File: config.mk
export PLATFORM = sky130hd
export DESIGN_NAME = idma_burst_gen
export DESIGN_NICKNAME = d
export VERILOG_FILES = /design/src/rtl/idma_burst_gen.sv
export SDC_FILE = /design/constraint.sdc
export NUM_CORES = 1
export LEC_CHECK = 0
export ABC_AREA = 1
export BUFFER_PORTS_ARGS = -buffer_cell sky130_fd_sc_hd__buf_2
export CAP_MARGIN = 5
export CORE_MARGIN = 1
export CORE_UTILIZATION = 40
export CTS_CLUSTER_DIAMETER = 150
export CTS_CLUSTER_SIZE = 8
export DETAILED_ROUTE_END_ITERATION = 10
export PLACE_DENSITY_LB_ADDON = 0.15
export SLEW_MARGIN = 0
export SYNTH_ARGS = -nofsm -noshare
export SYNTH_HDL_FRONTEND = slang
export SYNTH_SLANG_ARGS = --single-unit
File: constraint.sdc
create_clock -name aclk -period 7.2 [get_ports aclk]
set_clock_uncertainty 0.1 [all_clocks]
set_input_delay 1.44 -clock aclk [delete_from_list [all_inputs] [get_ports aclk]]
set_output_delay 1.44 -clock aclk [all_outputs]
set_load 0.05 [all_outputs]
File: src/rtl/idma_burst_gen.sv
// idma_burst_gen: chops one DMA transfer command into INCR bursts of at most
// 16 x 32-byte beats, issues them one at a time to the 4 KB-split stage, and
// tracks bursts issued but not yet data-complete against a fixed limit.
module idma_burst_gen #(
   parameter  int unsigned MAX_OUT = 4,
   parameter  int unsigned BEATW   = 16,
   localparam int unsigned OUTW    = $clog2(MAX_OUT + 1)
) (
   input  logic             aclk,
   input  logic             aresetn,
   input  logic             cmd_valid,
   output logic             cmd_ready,
   input  logic [31:0]      cmd_addr,
   input  logic [BEATW-1:0] cmd_beats,
   input  logic [3:0]       cfg_max_len,
   output logic             dma_trans_burst_avalid,
   output logic [31:0]      dma_trans_burst_addr,
   output logic [3:0]       dma_trans_burst_len,
   input  logic             dma_xaddr_burst_ok,
   input  logic             burst_data_done,
   output logic             cmd_done,
   output logic [OUTW-1:0]  outstanding,
   output logic             err_underflow
);

   typedef enum logic [1:0] {
      S_IDLE,
      S_ISSUE,
      S_DRAIN
   } state_t;

   state_t           state, state_nxt;
   logic [31:0]      cur_addr;
   logic [BEATW-1:0] remain;
   logic [3:0]       max_len;
   logic [3:0]       len;
   logic [BEATW-1:0] burst_beats;
   logic [4:0]       burst_beats5;
   logic             issue_ok;
   logic             ok_acc;
   logic             load;
   logic [OUTW-1:0]  out_nxt;
   logic             underflow;

   // Current burst length from registered state only; an empty remain
   // (idle/after reset) reports 0 instead of the wrapped remain-1.
   always_comb begin
      len = '0;
      if (remain == '0) begin
         len = '0;
      end else if (remain > BEATW'(max_len)) begin
         len = max_len;
      end else begin
         len = 4'(remain - BEATW'(1));
      end
   end

   assign burst_beats5 = {1'b0, len} + 5'd1;
   assign burst_beats  = BEATW'(burst_beats5);

   // Issue is gated only by registered state; an ok while not valid is ignored.
   assign issue_ok = (state == S_ISSUE) && (outstanding < OUTW'(MAX_OUT));
   assign ok_acc   = issue_ok && dma_xaddr_burst_ok;

   assign dma_trans_burst_avalid = issue_ok;
   assign dma_trans_burst_addr   = cur_addr;
   assign dma_trans_burst_len    = len;

   // Next outstanding count: simultaneous issue and completion cancel out.
   always_comb begin
      out_nxt   = outstanding;
      underflow = 1'b0;
      if (ok_acc && burst_data_done) begin
         out_nxt = outstanding;
      end else if (ok_acc) begin
         out_nxt = outstanding + OUTW'(1);
      end else if (burst_data_done) begin
         if (outstanding != '0) begin
            out_nxt = outstanding - OUTW'(1);
         end else begin
            underflow = 1'b1;
         end
      end
   end

   // Next-state and command handshake decode.
   always_comb begin
      state_nxt = state;
      cmd_ready = 1'b0;
      load      = 1'b0;
      case (state)
         S_IDLE: begin
            cmd_ready = 1'b1;
            if (cmd_valid) begin
               load      = 1'b1;
               state_nxt = (cmd_beats != '0) ? S_ISSUE : S_DRAIN;
            end
         end
         S_ISSUE: begin
            if (ok_acc && (remain == burst_beats)) begin
               state_nxt = S_DRAIN;
            end
         end
         S_DRAIN: begin
            if (out_nxt == '0) begin
               state_nxt = S_IDLE;
            end
         end
         default: state_nxt = S_IDLE;
      endcase
   end

   // State register.
   always_ff @(posedge aclk or negedge aresetn) begin
      if (!aresetn) begin
         state <= S_IDLE;
      end else begin
         state <= state_nxt;
      end
   end

   // Command registers: load on accept, advance on each accepted burst.
   always_ff @(posedge aclk or negedge aresetn) begin
      if (!aresetn) begin
         cur_addr <= '0;
         remain   <= '0;
         max_len  <= '0;
      end else if (load) begin
         cur_addr <= {cmd_addr[31:5], 5'b0};
         remain   <= cmd_beats;
         max_len  <= cfg_max_len;
      end else if (ok_acc) begin
         cur_addr <= cur_addr + {22'b0, burst_beats5, 5'b0};
         remain   <= remain - burst_beats;
      end
   end

   // Outstanding counter, sticky underflow flag and completion pulse.
   always_ff @(posedge aclk or negedge aresetn) begin
      if (!aresetn) begin
         outstanding   <= '0;
         err_underflow <= 1'b0;
         cmd_done      <= 1'b0;
      end else begin
         outstanding <= out_nxt;
         if (underflow) begin
            err_underflow <= 1'b1;
         end
         cmd_done <= (state == S_DRAIN) && (out_nxt == '0);
      end
   end

endmodule
* Word level (Yosys, flattened, before mapping) *
Index checks and enable logic that the tools add are counted.

word-level totals
  bits in registers = 59
  latch bits = 0
  RAM bits = 0
  bits in read-only memories = 0
  bits of input ports = 57
  memories kept = 0

operators by class
  add/subtract/negate cells = 6
  multipliers = 0
  div/mod/pow operators = 0
  magnitude comparators = 2
  equal/unequal tests = 6
  shifts and indexed selects = 0
  mux-type cells = 22
  bitwise logic cells = 0
  reductions and logical operators = 12

operators by type and width
  operator                                                                number
  32-bit 2-to-1 mux                                                       2
  32-bit by 10-bit adder with 32-bit output                               1
  16-bit 2-to-1 mux                                                       2
  16-bit by 5-bit equality test with 1-bit output                         1
  16-bit by 4-bit greater-than comparator with 1-bit output               1
  16-bit zero test                                                        1
  16-bit nonzero test                                                     1
  16-bit by 5-bit subtractor with 16-bit output                           1
  3-bit 2-to-1 mux                                                        4
  2-bit 2-to-1 mux                                                        4
  4-bit 2-to-1 mux                                                        2
  1-bit 2-to-1 mux                                                        7
  2-bit one-hot mux with 3 select lines                                   1
  4-bit by 1-bit adder with 5-bit output (second input constant)          1
  1-bit logical AND                                                       5
  2-bit != test (second input constant)                                   2
  4-bit by 1-bit subtractor with 4-bit output (second input constant)     1
  3-bit by 1-bit adder with 3-bit output (second input constant)          1
  3-bit zero test                                                         1
  3-bit < comparator (second input constant)                              1
  3-bit AND reduction                                                     1
  3-bit nonzero test                                                      1
  3-bit by 1-bit subtractor with 3-bit output (second input constant)     1
  2-bit by 1-bit equality test with 1-bit output (second input constant)  1
  other kinds (4)                                                         4

* Longest topological paths before layout *
  word-level depth = 8
  depth in mapped cells = 28

* Worst setup path before layout *
Ideal clock, no wire load.

  path kind = register -> register
  start = register remain[3]
  end = register cur_addr[29], in the netlist dma_trans_burst_addr[29]
  library setup time = 0.126 ns
  data arrival time = 3.413 ns
  data required time = 6.974 ns
  path slack = 3.562 ns
  stages on the path, launching flop included = 26
  buffers on the path = 0
  clock period less this slack = 3.638 ns
  path through = dfrtp_1 -> ha_1 -> nand2_1 -> inv_1 -> nand2_1 -> nand2_1 -> nand2_1 -> nand2_4 -> inv_2 -> nand2_1 -> nand2_1 -> nor2_2 -> ha_1 -> nand2_2 -> nand2_1 -> inv_1 -> ha_1 -> nand2_1 -> nand3_1 -> o21ai_1 -> o21ai_4 -> nand2_2 -> nor2_1 -> nand2_1 -> nand3_1 -> nand3_1

on the way
  cells in the longest elaborated chain, start to end = 7
  elaborated cells between the ends (all ways) = 9
  classes of those cells = add/sub (3); order compare (1); mux (4); reduce/logical (1)

RTL lines
  item                                                       RTL line  RTL
  from (decl)                                                34        logic [BEATW-1:0] remain;
  from (signal assigned)                                     130       remain <= cmd_beats;
  from (signal assigned)                                     134       remain <= remain - burst_beats;
  16-bit by 4-bit greater-than comparator with 1-bit output  51        end else if (remain > BEATW'(max_len)) begin
  4-bit 2-to-1 mux                                           51
  4-bit 2-to-1 mux *                                         49        if (remain == '0) begin
  named net dma_trans_burst_len[1]                           18        output logic [3:0] dma_trans_burst_len,
  4-bit by 1-bit adder with 5-bit output *                   58        assign burst_beats5 = {1'b0, len} + 5'd1;
  32-bit by 10-bit adder with 32-bit output *                133       cur_addr <= cur_addr + {22'b0, burst_beats5, 5'b0};
  32-bit 2-to-1 mux *                                        132       end else if (ok_acc) begin
  32-bit 2-to-1 mux *                                        128       end else if (load) begin
  to (signal assigned)                                       129       cur_addr <= {cmd_addr[31:5], 5'b0};
  to (signal assigned)                                       133
  to (decl)                                                  33        logic [31:0] cur_addr;

The timed path passes the listed nets; every way through them passes the cells marked *. The select of a mux whose other input is x is not followed.
A chain may end at the register's enable or synchronous reset.

* Final worst setup path *
  start = input cmd_valid
  end = register cur_addr[25], in the netlist dma_trans_burst_addr[25]

on the way
  cells in the longest elaborated chain, start to end = 3
  elaborated cells between the ends (all ways) = 4
  classes of those cells = mux (3); reduce/logical (1)

RTL lines
  item                                                     RTL line  RTL
  from (decl)                                              11        input logic cmd_valid,
  1-bit 2-to-1 mux *                                       94        if (cmd_valid) begin
  1-bit 2-to-1 mux *                                       91        case (state)
  32-bit 2-to-1 mux or 2-bit nonzero test (tied branches)  -

Every way passes the cells marked *; elsewhere a longest branch is shown, timed or not.

==> summary.md <==
| Metric | Value |
|---|---|
| First-pass detailed-route iteration total | `5` |
| End of the worst register-to-register path | `dma_trans_burst_addr[24]` |
| Die Height | `104.0 µm` |
| Crit path from | `cmd_valid` |
| Top cells by instance count after synthesis | `184 x sky130_fd_sc_hd__nand2_1, 78 x sky130_fd_sc_hd__inv_1, 57 x sky130_fd_sc_hd__nand3_1` |
| Crit path to | `dma_trans_burst_addr[25]` |
| Via count of the first global-routing pass | `4045` |
| Root Buffer Master | `sky130_fd_sc_hd__clkbuf_8` |
| Placement-stage cell area | `4703 µm²` |
| Unrepaired setup endpoints after global routing | `no` |
| Most area-consuming cells after synthesis | `sky130_fd_sc_hd__dfrtp_1 32%, sky130_fd_sc_hd__nand2_1 17%, sky130_fd_sc_hd__inv_1 7.0%` |
| Gate count after technology mapping | `609` |
| Placed wire-length estimate | `8297 µm` |
| Async set-reset flop share out of synthesis | `100.0%` |
| Slew at the pin closest to its max-slew limit | `0.8407 ns` |
| Final net count | `772` |
| Max transition margin | `43.82%` |
| Slack of the critical path | `3.368 ns` |
| Clock latency at the later pin of the worst-skew pair | `0.32 ns` |
| Kind of capture point of the worst setup path | `register` |
| Count of synthesis-stage warnings from yosys | `0` |
| Count of input and output buffers | `89` |
| Clock tree from TritonCTS | `yes` |
| Minimum setup slack among reg-to-reg paths | `3.46 ns` |
| Outcome | `complete, no violations` |
| CP Max Fanout | `43` |
| Layout Area Growth over Synthesis | `15.18%` |
| Core region area | `9910 µm²` |
| Class of the tightest hold or removal check | `reg -> reg` |
| Leak | `2.516 nW` |
| Average cell area after synthesis | `6.835 µm²` |
| Launch instance of the worst register-to-register path | `remain[2]` |
| Yosys top cell by area | `sky130_fd_sc_hd__dfrtp_1` |
| Setup CP Type | `in -> reg` |
| Pwr dens | `512.8 nW/µm²` |
| Register clock-pin slew on the reported worst setup and hold paths | `0.11 ns` |
| Total of max-cap violations | `0` |
| Clock Sink Count | `54` |
| Antenna violation net count after detailed routing | `0` |
| Register bit total from synthesis | `54` |
| Post-route fraction of the period consumed by the critical path | `53.23%` |
| Proportion of layout cells with a drive suffix above 1 | `18.16%` |
| Design Area, Final | `4795 µm²` |
| Worst setup slack after placement | `3.008 ns` |
| Routed via count divided by cell count | `5.065` |
| Antenna diode instance count | `0` |
| Post CTS Setup Buffer Count | `0` |
| Layout fillers | `1058` |
| Most common cell in the synthesized netlist | `sky130_fd_sc_hd__nand2_1` |
| Required @ worst endpoint | `7.30 ns` |
| Worst vdd rail ir drop | `275.2 µV` |
| Number of antenna violations at the first check in global routing | `0` |
| Drt drc | `0` |
| Clk buf depth | `2` |
| Die ar. | `10820 µm²` |
| Total negative setup slack | `0 ns` |
| Endpoints failing setup | `0` |
| Count of vias placed by the detailed router | `4189` |
| Quantity of gates resized following cts | `0` |
| Die width | `104.0 µm` |
| Cell depth of the worst flop-to-flop path | `25` |
| GRT Util Overall | `21.28%` |
| Main synth FF type | `sky130_fd_sc_hd__dfrtp_1` |
| EDFF count, synth | `0` |
| Post-synthesis sequential area ratio | `32.46%` |
| Wirelength per Cell | `13.45 µm` |
| Initial core utilization | `42.01%` |
| I/O pin count | `100` |
| Gpl congestion | `0.8389` |
| Combined area of the multi-input logic cells | `2400 µm²` |
| First-pass GRT wire length | `18870 µm` |
| Final hold violation count | `0` |
| Netlist Area Pre-Place | `4163 µm²` |
| Proportion of netlist area held by the largest area contributor | `32.46%` |
| Endpoint arrival time on the critical path | `3.93 ns` |
| Initial drt markers | `140` |
| Kind of launch point of the worst setup path | `primary input` |
| Number of clock buffers inserted by TritonCTS | `5` |
| Max Clk Rate | `260.9 MHz` |
| # hold bufs at CTS | `0` |
| Slew Limit Fails | `0` |
| Area taken by flip-flops and latches | `1351 µm²` |
| Time the final worst path needs with I/O delays and setup | `3.832 ns` |
| Total Routed Length | `11120 µm` |
| Htree depth | `2` |
| Standard-cell row count | `36` |
| Global route total overflow | `0` |
| Largest net degree at the start of global routing | `55` |
| Distinct cell type count after synthesis | `43` |
[worst min path at each step]
stage	startpoint	endpoint	slack [ns]	cells after the start
after global routing	err_underflow	err_underflow	0.45	1
after global placement	err_underflow	err_underflow	0.39	1
after CTS	err_underflow	err_underflow	0.42	1
after detailed placement	err_underflow	err_underflow	0.39	1
final	err_underflow	err_underflow	0.42	1
after floorplan	remain[12]	remain[12]	0.39	2
[final cells by class]
| cell class | count | share of cell area (%) |
|---|---|---|
| flip-flops and latches | 54 | 28.18 |
| clock buffers | 7 | 1.801 |
| well taps | 133 | 3.471 |
| inverters | 86 | 6.785 |
| repair buffers | 91 | 9.603 |
| multi-input cells | 455 | 50.05 |
| clock inverters | 1 | 0.1044 |
[flip-flops by register name, summed over array words and instances, names as in the netlist]
name                  count
dma_trans_burst_addr     27
err_underflow             1
max_len                   4
remain                   16
cmd_done                  1
state                     2
outstanding               3
[metal layers]
| layer | GRT usage, % | part of all wire (%) | routed length, µm | vias up |
|---|---|---|---|---|
| met2 | 36.95 | 47 | 5274 | 85 |
| met1 | 27.58 | 47 | 5193 | 1969 |
| met5 | 0 | 0 | 0 | - |
| met3 | 3.133 | 4.3 | 475 | 17 |
| li1 | - | - | - | 2118 |
| met4 | 5.510 | 1.6 | 177 | 0 |
[critical path, stage by stage]
cell and delay (ns):
sky130_fd_sc_hd__buf_2 0.08, sky130_fd_sc_hd__inv_1 0.05, sky130_fd_sc_hd__nor2_4 0.09, sky130_fd_sc_hd__buf_4 0.40, sky130_fd_sc_hd__inv_2 0.30, sky130_fd_sc_hd__nand2_1 0.71, sky130_fd_sc_hd__inv_2 0.38, sky130_fd_sc_hd__a22o_1 0.28
sky130_fd_sc_hd__o21bai_1 0.14
[metrics by stage]
step                      instances  util, %  hold WS [ns]  power [W]
after floorplan                 613        -        0.3874   0.001896
after global placement          819    47.46        0.3915   0.002232
after detailed placement        819    47.46        0.3875   0.002282
after CTS                       827    48.38        0.4236   0.002475
after global routing            827    48.38        0.4452   0.002701
final                           827    48.38        0.4184   0.002459
[where the power goes]
part           total, W  switching (W)  internal (W)
Clock          0.000187       0.000109     0.0000782
Sequential     0.000626       0.000175      0.000451
Combinational   0.00165        0.00115      0.000499
[placed cells by master (no fill, tap or decap), types with 2 or more instances in the layout]
cell,instances
sky130_fd_sc_hd__a21oi_1,16
sky130_fd_sc_hd__a31oi_1,2
sky130_fd_sc_hd__buf_2,89
sky130_fd_sc_hd__buf_4,2
sky130_fd_sc_hd__clkbuf_8,6
sky130_fd_sc_hd__clkinv_2,3
sky130_fd_sc_hd__conb_1,5
sky130_fd_sc_hd__dfrtp_1,54
sky130_fd_sc_hd__fa_1,2
sky130_fd_sc_hd__ha_1,20
sky130_fd_sc_hd__inv_1,78
sky130_fd_sc_hd__inv_2,5
sky130_fd_sc_hd__nand2_1,184
sky130_fd_sc_hd__nand2_2,5
sky130_fd_sc_hd__nand3_1,57
sky130_fd_sc_hd__nand3_2,2
sky130_fd_sc_hd__nand3b_1,2
sky130_fd_sc_hd__nand4_1,10
sky130_fd_sc_hd__nor2_1,48
sky130_fd_sc_hd__nor2_2,7
sky130_fd_sc_hd__nor2_4,3
sky130_fd_sc_hd__nor3_1,5
sky130_fd_sc_hd__nor4_1,6
sky130_fd_sc_hd__o211ai_1,11
sky130_fd_sc_hd__o21ai_0,26
sky130_fd_sc_hd__o21ai_1,2
sky130_fd_sc_hd__o21bai_1,10
sky130_fd_sc_hd__o22ai_1,3
sky130_fd_sc_hd__xnor2_1,6
sky130_fd_sc_hd__xor2_1,12
[cell families after synthesis]
family | Yosys count | share of synthesized area, %
AOI/OAI and AO/OA | 76 | 11.21
xor gates and xnor gates | 18 | 3.787
adders and majority gates | 22 | 6.973
buffers and inverters | 104 | 10.25
DFF | 54 | 32.46
other | 1 | 0.09008
and+or+nand+nor | 334 | 35.23
No activity file was read; power rests on OpenSTA's default activity.
